<file path="src/rtl/element_delay_sequencer.sv">
// Requester side of the increment-term calculator handshake: emits one accumulated,
// saturated delay per array element on a valid/accept stream, starting from r_0.
module element_delay_sequencer #(
    parameter int DW_INTEGER   = 18,
    parameter int DW_FRACTION  = 6,
    parameter int DW_INPUT     = 8,
    parameter int NUM_ELEMENTS = 32,
    parameter int IDX_W        = 5,
    parameter int TIMEOUT      = 1023,
    localparam int W           = DW_INTEGER + DW_FRACTION + 1
) (
    input  logic                clk_i,
    input  logic                rst_ni,
    input  logic                start_i,
    input  logic [DW_INPUT-1:0] r0_i,
    output logic                busy_o,
    output logic                done_o,
    output logic                err_o,
    output logic                calc_initiate_o,
    output logic                calc_ack_o,
    input  logic [W-1:0]        calc_term_i,
    input  logic                calc_ready_i,
    output logic [W-1:0]        delay_out_o,
    output logic [IDX_W-1:0]    delay_idx_o,
    output logic                delay_valid_o,
    input  logic                delay_accept_i
);

    localparam int TW = (TIMEOUT > 1) ? $clog2(TIMEOUT + 1) : 1;

    localparam logic [2:0] S_IDLE = 3'd0;
    localparam logic [2:0] S_EMIT = 3'd1;
    localparam logic [2:0] S_REQ  = 3'd2;
    localparam logic [2:0] S_WAIT = 3'd3;
    localparam logic [2:0] S_ACK  = 3'd4;
    localparam logic [2:0] S_DONE = 3'd5;

    localparam logic [IDX_W-1:0] LAST_IDX   = IDX_W'(NUM_ELEMENTS - 1);
    localparam logic [TW-1:0]    TIMER_LAST = TW'(TIMEOUT - 1);
    localparam logic [W-1:0]     DELAY_MAX  = {1'b0, {(W-1){1'b1}}};

    logic [2:0]       state_q, state_d;
    logic [W-1:0]     acc_q, acc_d;
    logic [IDX_W-1:0] idx_q, idx_d;
    logic [TW-1:0]    timer_q, timer_d;
    logic             busy_q, busy_d;
    logic             done_q, done_d;
    logic             err_q, err_d;
    logic             init_q, init_d;
    logic             ack_q, ack_d;
    logic             valid_q, valid_d;

    logic [W:0]       sum;
    logic [W-1:0]     satSum;

    // acc is never negative, so one extra bit holds the signed sum without overflow.
    always_comb begin
        sum = {1'b0, acc_q} + {calc_term_i[W-1], calc_term_i};
        if (sum[W]) begin
            satSum = '0;
        end else if (sum[W-1]) begin
            satSum = DELAY_MAX;
        end else begin
            satSum = sum[W-1:0];
        end
    end

    always_comb begin
        state_d = state_q;
        acc_d   = acc_q;
        idx_d   = idx_q;
        timer_d = timer_q;
        err_d   = err_q;

        case (state_q)
            S_IDLE: begin
                if (start_i) begin
                    acc_d   = W'({r0_i, {DW_FRACTION{1'b0}}});
                    idx_d   = '0;
                    timer_d = '0;
                    err_d   = 1'b0;
                    state_d = S_EMIT;
                end
            end
            S_EMIT: begin
                if (delay_accept_i) begin
                    if (idx_q == LAST_IDX) begin
                        state_d = S_DONE;
                    end else begin
                        idx_d   = idx_q + IDX_W'(1);
                        timer_d = '0;
                        // Skip REQ when the previous term is already retired.
                        state_d = calc_ready_i ? S_REQ : S_WAIT;
                    end
                end
            end
            S_REQ: begin
                if (!calc_ready_i) begin
                    timer_d = '0;
                    state_d = S_WAIT;
                end
            end
            S_WAIT: begin
                if (calc_ready_i) begin
                    acc_d   = satSum;
                    timer_d = '0;
                    state_d = S_ACK;
                end else if (timer_q == TIMER_LAST) begin
                    timer_d = '0;
                    err_d   = 1'b1;
                    state_d = S_IDLE;
                end else begin
                    timer_d = timer_q + TW'(1);
                end
            end
            S_ACK:   state_d = S_EMIT;
            S_DONE:  state_d = S_IDLE;
            default: state_d = S_IDLE;
        endcase
    end

    // Strobes are registered from the upcoming state so they line up with it.
    always_comb begin
        busy_d  = (state_d != S_IDLE);
        valid_d = (state_d == S_EMIT);
        init_d  = (state_d == S_WAIT) && (state_q != S_WAIT);
        ack_d   = (state_d == S_ACK);
        done_d  = (state_d == S_DONE);
    end

    always_ff @(posedge clk_i or negedge rst_ni) begin
        if (!rst_ni) begin
            state_q <= S_IDLE;
            acc_q   <= '0;
            idx_q   <= '0;
            timer_q <= '0;
            busy_q  <= 1'b0;
            done_q  <= 1'b0;
            err_q   <= 1'b0;
            init_q  <= 1'b0;
            ack_q   <= 1'b0;
            valid_q <= 1'b0;
        end else begin
            state_q <= state_d;
            acc_q   <= acc_d;
            idx_q   <= idx_d;
            timer_q <= timer_d;
            busy_q  <= busy_d;
            done_q  <= done_d;
            err_q   <= err_d;
            init_q  <= init_d;
            ack_q   <= ack_d;
            valid_q <= valid_d;
        end
    end

    assign busy_o          = busy_q;
    assign done_o          = done_q;
    assign err_o           = err_q;
    assign calc_initiate_o = init_q;
    assign calc_ack_o      = ack_q;
    assign delay_out_o     = acc_q;
    assign delay_idx_o     = idx_q;
    assign delay_valid_o   = valid_q;

endmodule
</file>
<file path="config.mk">
export PLATFORM = sky130hd
export DESIGN_NAME = element_delay_sequencer
export DESIGN_NICKNAME = d
export VERILOG_FILES = /design/src/rtl/element_delay_sequencer.sv
export SDC_FILE = /design/constraint.sdc
export NUM_CORES = 1
export LEC_CHECK = 0
export ABC_AREA = 1
export BUFFER_PORTS_ARGS = -buffer_cell sky130_fd_sc_hd__buf_2
export CELL_PAD_IN_SITES_DETAIL_PLACEMENT = 2
export CELL_PAD_IN_SITES_GLOBAL_PLACEMENT = 2
export CORE_MARGIN = 4
export CORE_UTILIZATION = 30
export DETAILED_ROUTE_END_ITERATION = 7
export PLACE_DENSITY = 0.85
export SYNTH_ARGS = -nofsm -noshare
export SYNTH_HDL_FRONTEND = slang
export SYNTH_SLANG_ARGS = --single-unit
</file>
<file path="constraint.sdc">
create_clock -name clk_i -period 2.8 [get_ports clk_i]
set_clock_uncertainty 0.15 [all_clocks]
set_input_delay 0.28 -clock clk_i [delete_from_list [all_inputs] [get_ports clk_i]]
set_output_delay 0.28 -clock clk_i [all_outputs]
set_load 0.01 [all_outputs]
</file>
==> out/results.md <==
• share of the clock period used by the worst path: 90.0%
• RePlAce Congestion: 0.878
• max-slew violations: 0
• reg-to-reg critical path endpoint: delay_out_o[0]
• starting density of the core: 30.8%
• share of the yosys chip area belonging to registers: 27.9%
• Die Span X: 128 um
• cell at the slowest stage of the critical path: sky130_fd_sc_hd__dfrtp_1
• final number of setup-violating endpoints: 0
• setup repair after global routing missed its margin: no
• data required time at the worst endpoint: 2890 ps
• result of the run: finished clean
• total core area: 14000 sq um
• number of library cell types mapped by synthesis: 39
• CTS Root Buffer Type: sky130_fd_sc_hd__clkbuf_16
• post-synth design cell area: 4310 sq um
• most common library cell in the layout ignoring fill and taps: sky130_fd_sc_hd__nand2_1
• Inserted Clock Buffers: 5
• number of buffers on the longest clock path: 2
• mean instance size in the synthesized netlist: 6.14 sq um
• area growth from synthesis to layout: 16.2%
• crit path from: delay_out_o[16]
• Reg2Reg Launch Point: delay_out_o[16]
• Max Fanout on Critical Path: 15
• IR drop worst, VDD: 0.441 mV
• static leakage: 3.02 nW
• count of buffers from port buffering: 72
• total chip power: 5.03 mW
• area of combinational cells with multiple inputs: 2530 sq um
• Power Density: 1000 nW/um^2
• slowest cell delay on critical path: 410 ps
• detailed router's first-iteration violation count: 146
• via count normalized by instance count: 4.77
• Max Cap Violations: 0
• CTS clk-pin slew, worst paths: 80 ps
• Storage cell area: 1200 sq um
• Layout Nets: 844
• HPWL after detailed placement: 12500 um
• Synth Net Count: 769
• top achievable clock speed: 397 MHz
• Max transition margin: 64.9%
• via count of the routed design: 4565
• slew of the pin with the lowest slew margin: 525 ps
• via count of the first global-routing pass: 5056
• ratio of cells with drive above 1 in the final layout: 14.7%
• count of boundary I/O pins: 74
• area share of the largest cell type after synthesis: 27.9%
• cell count after synthesis: 702
• cells taking the most area after synthesis: sky130_fd_sc_hd__dfrtp_1 (28%), sky130_fd_sc_hd__nand2_1 (27%), sky130_fd_sc_hd__inv_1 (11%), sky130_fd_sc_hd__ha_1 (8.1%), sky130_fd_sc_hd__nor2_1 (3.7%)
• Startpoint Class: flop
• die outline height: 128 um
• drt wl/cell: 16.0 um
• number of optimization iterations in the first detailed-route pass: 4
• Critical Path End Type: flop
• clock tree from TritonCTS: yes
• post-detailed-routing wire length: 15300 um
• source-to-sink clock delay at the later pin of the worst-skew pair: 310 ps
• overflow left after global routing: 0
• worst hold-check path type: input pin to flop
• critical-path cell list: ha_1 > nand2_1 > nor2_1 > and3_1 > nand3_1 > nand3_1 > nand2_1 > inv_2 > buf_12 > nand2_1 > nand2_1
• setup slack of the worst register-to-register path: 280 ps
• wire length of the first global-routing pass: 26100 um
• DRC: 0
• filler cell count in the final layout: 1801
• Yosys warning count: 0
• final-report hold violation count: 0
• area of the die: 16400 sq um
• biggest area consumer among synthesized cells: sky130_fd_sc_hd__dfrtp_1
• largest net degree at the start of global routing: 33
• clock net sink count: 48
• GRT Util Overall: 19.7%
• destination of the critical timing path: delay_out_o[0]
• initial antenna violation count: 0
• post-layout min period: 2520 ps
• non-filler instance count after layout: 958
• setup repair bufs after CTS: 0
• data arrival at the endpoint of the critical path: 2610 ps
• cell repeated most along the worst path: sky130_fd_sc_hd__nand2_1
• # placed instances: 949
• worst reg2reg path depth: 11
• number of nets with antenna violations after routing: 0
• register bit count reported by yosys: 48
• number of placement rows: 43
• Final TNS setup: 0 ps
• leading cell types in the layout, fill and taps excluded: sky130_fd_sc_hd__nand2_1 (307), sky130_fd_sc_hd__inv_1 (126), sky130_fd_sc_hd__buf_2 (72)
• kind of critical path: flop to flop
• H-Tree Depth: 2
[cells by family after synthesis]
group                      synth area share [%]
adders and majority gates                  8.59
DFF                                        27.9
and+or+nand+nor                            42.9
xor gates and xnor gates                   2.64
buffers and inverters                      13.5
other                                    0.0869
AOI/OAI and AO/OA                          4.38
[worst max-delay path, delay by kind of cell (launching register included)]
family	cells	cell delay, ps
flops	1	410
fa+ha+maj	1	370
simple gates	8	1140
buf+inv	2	370
[final cells by class]
type,count,area share [%]
Multi-Input combinational cell,510,50.5
Sequential cell,48,24.0
Inverter,137,10.3
Timing Repair Buffer,75,7.94
Tap cell,180,4.50
Clock buffer,5,2.50
Clock inverter,2,0.250
Antenna cell,1,0.0500
[Yosys cell counts]
| master | number |
|---|---|
| sky130_fd_sc_hd__dfrtp_1 | 48 |
| sky130_fd_sc_hd__nand2_4 | 1 |
| sky130_fd_sc_hd__nand3_4 | 1 |
| sky130_fd_sc_hd__a31oi_1 | 2 |
| sky130_fd_sc_hd__nand3b_1 | 2 |
| sky130_fd_sc_hd__buf_6 | 5 |
| sky130_fd_sc_hd__nor3_2 | 3 |
| sky130_fd_sc_hd__or2_2 | 1 |
| sky130_fd_sc_hd__a22o_1 | 1 |
| sky130_fd_sc_hd__a21boi_0 | 1 |
| sky130_fd_sc_hd__a21oi_1 | 19 |
| sky130_fd_sc_hd__clkinv_1 | 4 |
| sky130_fd_sc_hd__fa_1 | 1 |
| sky130_fd_sc_hd__buf_2 | 1 |
| sky130_fd_sc_hd__nor3_1 | 10 |
| sky130_fd_sc_hd__nor3b_1 | 1 |
| sky130_fd_sc_hd__nand2_2 | 8 |
| sky130_fd_sc_hd__nor3_4 | 2 |
| sky130_fd_sc_hd__nor2_1 | 42 |
| sky130_fd_sc_hd__and2_1 | 1 |
| sky130_fd_sc_hd__buf_4 | 1 |
| sky130_fd_sc_hd__o21ai_0 | 10 |
| sky130_fd_sc_hd__o22ai_1 | 1 |
| sky130_fd_sc_hd__ha_1 | 28 |
| sky130_fd_sc_hd__nand2_1 | 307 |
| sky130_fd_sc_hd__nor4_1 | 2 |
| sky130_fd_sc_hd__nor2_2 | 3 |
| sky130_fd_sc_hd__o21ai_2 | 1 |
| sky130_fd_sc_hd__and3_1 | 2 |
| sky130_fd_sc_hd__nand4_1 | 10 |
| sky130_fd_sc_hd__xor2_1 | 5 |
| sky130_fd_sc_hd__clkinv_2 | 1 |
| sky130_fd_sc_hd__inv_1 | 126 |
| sky130_fd_sc_hd__nand3_2 | 3 |
| sky130_fd_sc_hd__conb_1 | 1 |
| sky130_fd_sc_hd__nand3_1 | 31 |
| sky130_fd_sc_hd__xnor2_1 | 8 |
| sky130_fd_sc_hd__nor2_4 | 2 |
| sky130_fd_sc_hd__inv_2 | 6 |
[registers in the layout, summed over array words and instances, names as in the netlist]
signal and count:
delay_out_o 24, done_o 1, delay_idx_o 5, calc_initiate_o 1
delay_valid_o 1, timer_q 10, calc_ack_o 1, busy_o 1
err_o 1, state_q 3
[per-layer routing]
layer / global-route usage, % / share of wire (%)
met5: 0 / 0
met4: 3.18 / 0.59
met3: 3.58 / 4.0
met2: 36.2 / 52
met1: 24.2 / 43
[metrics by stage]
stage	utilization, %	hold slack, ps	cell area, sq um	setup slack, ps
floorplan	-	-166	4310	539
global placement	34.7	109	4860	318
detailed placement	34.7	126	4860	207
CTS	35.8	109	5000	189
global route	35.8	133	5010	30.3
finish	35.8	111	5010	280
[where the power goes]
part	switching, mW	total [mW]	internal [mW]
Sequential	0.215	1.13	0.918
Combinational	2.20	3.26	1.07
Clock	0.302	0.628	0.326
[repair_timing]
item,4_1_cts,5_1_grt
resized for setup,0,1
endpoints found under the hold margin,16,0
endpoints found under the setup margin,0,3
hold buffers,1,0
[worst min path at each step]
| stage | startpoint | to | slack, ps | cells after the start |
|---|---|---|---|---|
| 2_1_floorplan | rst_ni | busy_o | -170 | 0 |
| 3_3_place_gp | rst_ni | delay_out_o[2] | 110 | 1 |
| 3_5_place_dp | rst_ni | delay_out_o[2] | 130 | 1 |
| 4_1_cts | r0_i[1] | delay_out_o[7] | 110 | 5 |
| 5_1_grt | r0_i[3] | delay_out_o[9] | 130 | 5 |
| 6_report | r0_i[1] | delay_out_o[7] | 110 | 5 |
Power figures use the tool's default switching activity.
